## src/rtl/microwave_pkg.sv

```systemverilog
// microwave_pkg: shared key indices and debounce defaults for the microwave front panel
package microwave_pkg;
    localparam int KEY_START       = 0;
    localparam int KEY_STOP        = 1;
    localparam int KEY_DOOR        = 2;
    localparam int KEY_PLUS        = 3;
    localparam int DEBOUNCE_STABLE = 4;
    localparam int DEBOUNCE_HOLD   = 16;
endpackage

```

## src/rtl/debounce_channel.sv

```systemverilog
// debounce_channel: one key channel with synchroniser, stability counter, edge pulses and long-press flag
module debounce_channel
    import microwave_pkg::*;
#(
    parameter int   SYNC_STAGES   = 2,
    parameter int   STABLE_CYCLES = DEBOUNCE_STABLE,
    parameter int   HOLD_CYCLES   = DEBOUNCE_HOLD,
    parameter logic RESET_LEVEL   = 1'b0
) (
    input  logic clk,
    input  logic resetn,
    input  logic sample_en,
    input  logic key_in,
    output logic key_level,
    output logic key_rise,
    output logic key_fall,
    output logic key_held
);
    localparam int CW = $clog2(STABLE_CYCLES + 1);
    localparam int HW = $clog2(HOLD_CYCLES + 1);
    localparam logic [CW-1:0] CNT_LAST = CW'(STABLE_CYCLES - 1);
    localparam logic [HW-1:0] HOLD_MAX = HW'(HOLD_CYCLES);
    logic [SYNC_STAGES-1:0] sync_q;
    logic [CW-1:0] cnt_q, cnt_d;
    logic [HW-1:0] hold_q, hold_d;
    logic s, change, level_d;
    assign s = sync_q[SYNC_STAGES-1];
    // hold_cnt follows the next level so held drops on the very edge the level falls
    always_comb begin
        change  = sample_en && (s != key_level) && (cnt_q == CNT_LAST);
        cnt_d   = !sample_en ? cnt_q : (s == key_level || change) ? '0 : cnt_q + 1'b1;
        level_d = change ? s : key_level;
        hold_d  = (!level_d || (change && s)) ? '0 :
                  (sample_en && hold_q != HOLD_MAX) ? hold_q + 1'b1 : hold_q;
    end
    always_ff @(posedge clk or negedge resetn) begin
        if (!resetn) begin
            sync_q    <= {SYNC_STAGES{RESET_LEVEL}};
            key_level <= RESET_LEVEL;
            cnt_q     <= '0;
            hold_q    <= '0;
            key_rise  <= 1'b0;
            key_fall  <= 1'b0;
            key_held  <= 1'b0;
        end else begin
            sync_q    <= {sync_q[SYNC_STAGES-2:0], key_in};
            key_level <= level_d;
            cnt_q     <= cnt_d;
            hold_q    <= hold_d;
            key_rise  <= change && s;
            key_fall  <= change && !s;
            key_held  <= (hold_d == HOLD_MAX);
        end
    end
endmodule

```

## src/rtl/keypad_debouncer.sv

```systemverilog
// keypad_debouncer: CHANNELS independent debounce channels sharing clock, reset and sample tick
module keypad_debouncer
    import microwave_pkg::*;
#(
    parameter int   CHANNELS      = 4,
    parameter int   SYNC_STAGES   = 2,
    parameter int   STABLE_CYCLES = DEBOUNCE_STABLE,
    parameter int   HOLD_CYCLES   = DEBOUNCE_HOLD,
    parameter logic RESET_LEVEL   = 1'b0
) (
    input  logic                clk,
    input  logic                resetn,
    input  logic                sample_en,
    input  logic [CHANNELS-1:0] key_in,
    output logic [CHANNELS-1:0] key_level,
    output logic [CHANNELS-1:0] key_rise,
    output logic [CHANNELS-1:0] key_fall,
    output logic [CHANNELS-1:0] key_held
);
    for (genvar g = 0; g < CHANNELS; g++) begin : g_ch
        debounce_channel #(
            .SYNC_STAGES  (SYNC_STAGES),
            .STABLE_CYCLES(STABLE_CYCLES),
            .HOLD_CYCLES  (HOLD_CYCLES),
            .RESET_LEVEL  (RESET_LEVEL)
        ) u_ch (
            .clk      (clk),
            .resetn   (resetn),
            .sample_en(sample_en),
            .key_in   (key_in[g]),
            .key_level(key_level[g]),
            .key_rise (key_rise[g]),
            .key_fall (key_fall[g]),
            .key_held (key_held[g])
        );
    end
endmodule

```

## config.mk

```make
export PLATFORM = sky130hd
export DESIGN_NAME = keypad_debouncer
export DESIGN_NICKNAME = d
export VERILOG_FILES = /design/src/rtl/microwave_pkg.sv /design/src/rtl/debounce_channel.sv /design/src/rtl/keypad_debouncer.sv
export SDC_FILE = /design/constraint.sdc
export NUM_CORES = 1
export LEC_CHECK = 0
export CORE_ASPECT_RATIO = 1.1
export CORE_MARGIN = 10
export CORE_UTILIZATION = 61
export DETAILED_ROUTE_END_ITERATION = 10
export PLACE_DENSITY = 0.8
export SKIP_CTS_REPAIR_TIMING = 1
export SLEW_MARGIN = 20
export SYNTH_ARGS = -nofsm -noshare
export SYNTH_HDL_FRONTEND = slang
export SYNTH_HIERARCHICAL = 1
export SYNTH_SLANG_ARGS = --single-unit
```

## constraint.sdc

```tcl
create_clock -name clk -period 4.3 [get_ports clk]
set_clock_uncertainty 0.15 [all_clocks]
set_input_delay 0.43 -clock clk [delete_from_list [all_inputs] [get_ports clk]]
set_output_delay 0.43 -clock clk [all_outputs]
set_load 0.02 [all_outputs]
```

==> summary.txt <==
Yosys
  – Number of enable flip-flop cells after synthesis: 0
  – Number of distinct library cells after synthesis: 21
  – Synth area leader: dfrtp_1
  – Area fraction of the dominant cell type after synthesis: 52.6%
  – Syn Nets: between 200 and 250
  – FF+latch count, synth: 56
  – Cell area after synthesis: approximately 2700 µm²
  – Top FF cell, synth: dfrtp_1
  – Post-Syn Instances: 224
  – Synth top area cells: dfrtp_1, ha_1, nor2_1
  – Post-synthesis sequential area ratio: a little over half
  – Synth warn: 6
  – Syn Area/Cell: ~12 µm²
  – Synth async-reset ratio: 100%

Route
  – Detailed Route Iter0 Violations: between 50 and 60
  – Final wirelength: approximately 4300 µm
  – Routed wire per std cell: 14.0 µm
  – Residual DRC: 0
  – Pre-antenna DRT Iters: 4
  – Drt via density: between 5 and 6
  – Vias: 1587
  – Antenna-violating nets left: 0

Worst setup path
  – Startpoint types: primary input
  – CP Capture Type: register
  – Crit path required time: about 4.3 ns
  – CP Launch Point: sample_en
  – Critical path fanouts, max: 40
  – Flop-to-flop setup slack: between 2 and 2.5 ns
  – Worst r2r src: g_ch[3].u_ch/hold_q[0]
  – Worst setup endpoint: g_ch[3].u_ch/key_held
  – Critical R2R Capture: g_ch[3].u_ch/key_held
  – Reg2reg path depth: 6
  – WP data arrival: between 2 and 2.5 ns
  – Critical path class: in2reg

Placed design
  – Placed Cells: slightly below 300
  – Final GP Congestion: approximately 0.77
  – IO buf count: 22
  – Detailed placement HPWL: 3170 µm

Floorplanning
  – Die width: between 80 and 90 µm
  – Core Area: between 4000 and 5000 µm²
  – Io pins: 23
  – Height of the die: around 89 µm
  – DIE AREA: 7410 µm²
  – Initial Utilization: 62.6%
  – Row count: 25

Clock network
  – CTS Root Cell: clkbuf_8
  – Worst-Skew Late Latency: 0.30 ns
  – H-tree depth: 2
  – Register clock-pin slew on the reported worst setup and hold paths: about 0.09 ns
  – CTS Buf Count: 5
  – CTS tree: yes
  – Clock Sink Count: 56
  – CTS Buffer Depth: 2

GRT
  – Pin count of the biggest net entering global routing: 57
  – Overall routing resource usage: between 10% and 20%
  – Number of antenna violations at the first check in global routing: 0
  – First-pass GRT wire length: 7390 µm
  – Vias in the first global route: approximately 1600
  – Remaining Overflow, GRT: 0

STA
  – Fmax: between 500 and 600 MHz
  – Hold slack: 0.0778 ns
  – Final Hold Fails: 0
  – Final Max Tran Viols: 0
  – Slew of the pin with the lowest slew margin: between 0.6 and 0.7 ns
  – Final worst path period share: between 40% and 50%
  – Final setup viols: 0
  – RSZ-0062 raised after global routing: no
  – Setup tns final: 0 ns
  – Max-slew headroom: a little over half
  – Min Tclk post-route: 2.00 ns

Power and ir drop
  – Sw Share: 32.6%
  – Overall power consumption: 1400 µW
  – Sw Pwr: 458 µW
  – Leakage: between 0.001 and 0.0015 µW
  – Seq pwr share: about half
  – Logic pwr share: 30.9%
  – Peak VDD IR: about 330 µV
  – Internal: ~950 µW
  – Clk pwr share: approximately a fifth
  – Pwr/cell area: about 460 nW/µm²

Run status
  – Status: complete, no violations

Final layout
  – Fraction of layout cells with a size suffix above 1: approximately an eighth
  – Area Growth Syn to Fin: 13.4%
  – Non-filler instance count after layout: about 310
  – Nets@finish: approximately 270
  – Final design utilization: about 71%
  – N_diodes: 0

Flow run
  – Total of max-cap violations: 0

Worst hold path
  – Hold crit path type: in2async
## critical path, stage by stage
cell and delay, ns:
clkdlybuf4s50_1 0.45, buf_4 0.39, nand2_1 0.18, o21ai_2 0.33
nor2_2 0.08, o2111a_1 0.16
## routing by layer
layer | wire length, µm | up-vias | global-route usage, %
met4 | 65 | 0 | 4.64
met2 | 2060 | 24 | 20.6
met1 | 1890 | 750 | 13.7
li1 | - | 808 | -
met3 | 263 | 5 | 5.10
met5 | 0 | - | 0
## placed cells by master (no fill, tap or decap), drive strengths merged, types with 12 or more instances in the layout
master	count
inv	16
ha	16
dfrtp	56
clkdlybuf4s50	21
nor3b	12
xor2	12
nor2	32
nand2	12
nand2b	12
## per-stage QoR
| stage | worst slack, ns | area (µm²) |
|---|---|---|
| 6_report | 2.30 | 3020 |
| 5_1_grt | 2.19 | 3020 |
| 4_1_cts | 2.31 | 3020 |
| 3_5_place_dp | 1.99 | 2930 |
| 3_3_place_gp | 2.02 | 2930 |
| 2_1_floorplan | 2.58 | 2660 |
## cell usage after synthesis (all sizes together), types with 8 or more instances
library cell and instances:
nor3b 12, inv 16, mux2 8, ha 16, nand2 12, o22ai 8, xor2 12, o21ai 8
dfrtp 56, nand2b 12, nor2 32, nand4 8
## cell type report
cell class | instances | area (µm²)
inverter | 16 | 60.1
clock buffer | 8 | 90.1
timing repair buffer | 24 | 230
sequential | 56 | 1400
multi-input combinational | 148 | 1170
tap | 54 | 67.6
fill | 328 | 1230
## flip-flops by register name, indices dropped and copies added (netlist names)
register             flops
g_ch.u_ch/hold_q        20
g_ch.u_ch/cnt_q         12
g_ch.u_ch/sync_q         8
g_ch.u_ch/key_fall       4
g_ch.u_ch/key_held       4
g_ch.u_ch/key_level      4
g_ch.u_ch/key_rise       4
## power groups by stage
| stage | clock, µW | combinational, µW | sequential, µW |
|---|---|---|---|
| 5_1_grt | 315 | 495 | 700 |
| 2_1_floorplan | 0 | 307 | 703 |
| 3_3_place_gp | 0 | 423 | 692 |
| 6_report | 285 | 435 | 685 |
| 4_1_cts | 292 | 443 | 687 |
| 3_5_place_dp | 0 | 441 | 697 |
## worst min path at each step
stage                                       from                     end  slack (ns)  cells after the start
final                                     resetn  g_ch[2].u_ch/hold_q[0]        0.08                      2
after global routing                      resetn  g_ch[2].u_ch/hold_q[0]        0.14                      2
after CTS                                 resetn  g_ch[2].u_ch/hold_q[0]        0.11                      2
after detailed placement  g_ch[3].u_ch/sync_q[0]  g_ch[3].u_ch/sync_q[1]        0.19                      0
after global placement    g_ch[3].u_ch/sync_q[0]  g_ch[3].u_ch/sync_q[1]        0.18                      0
after floorplan                           resetn   g_ch[0].u_ch/cnt_q[0]       -0.02                      0
## kinds of logic after synthesis
logic type      synth area share (%)
flops                           52.6
xor+xnor                        5.26
buf+inv                         3.38
mux                             5.45
simple gates                    17.7
compound gates                  8.08
fa+ha+maj                       7.52
(Power assumes the default switching activity.)
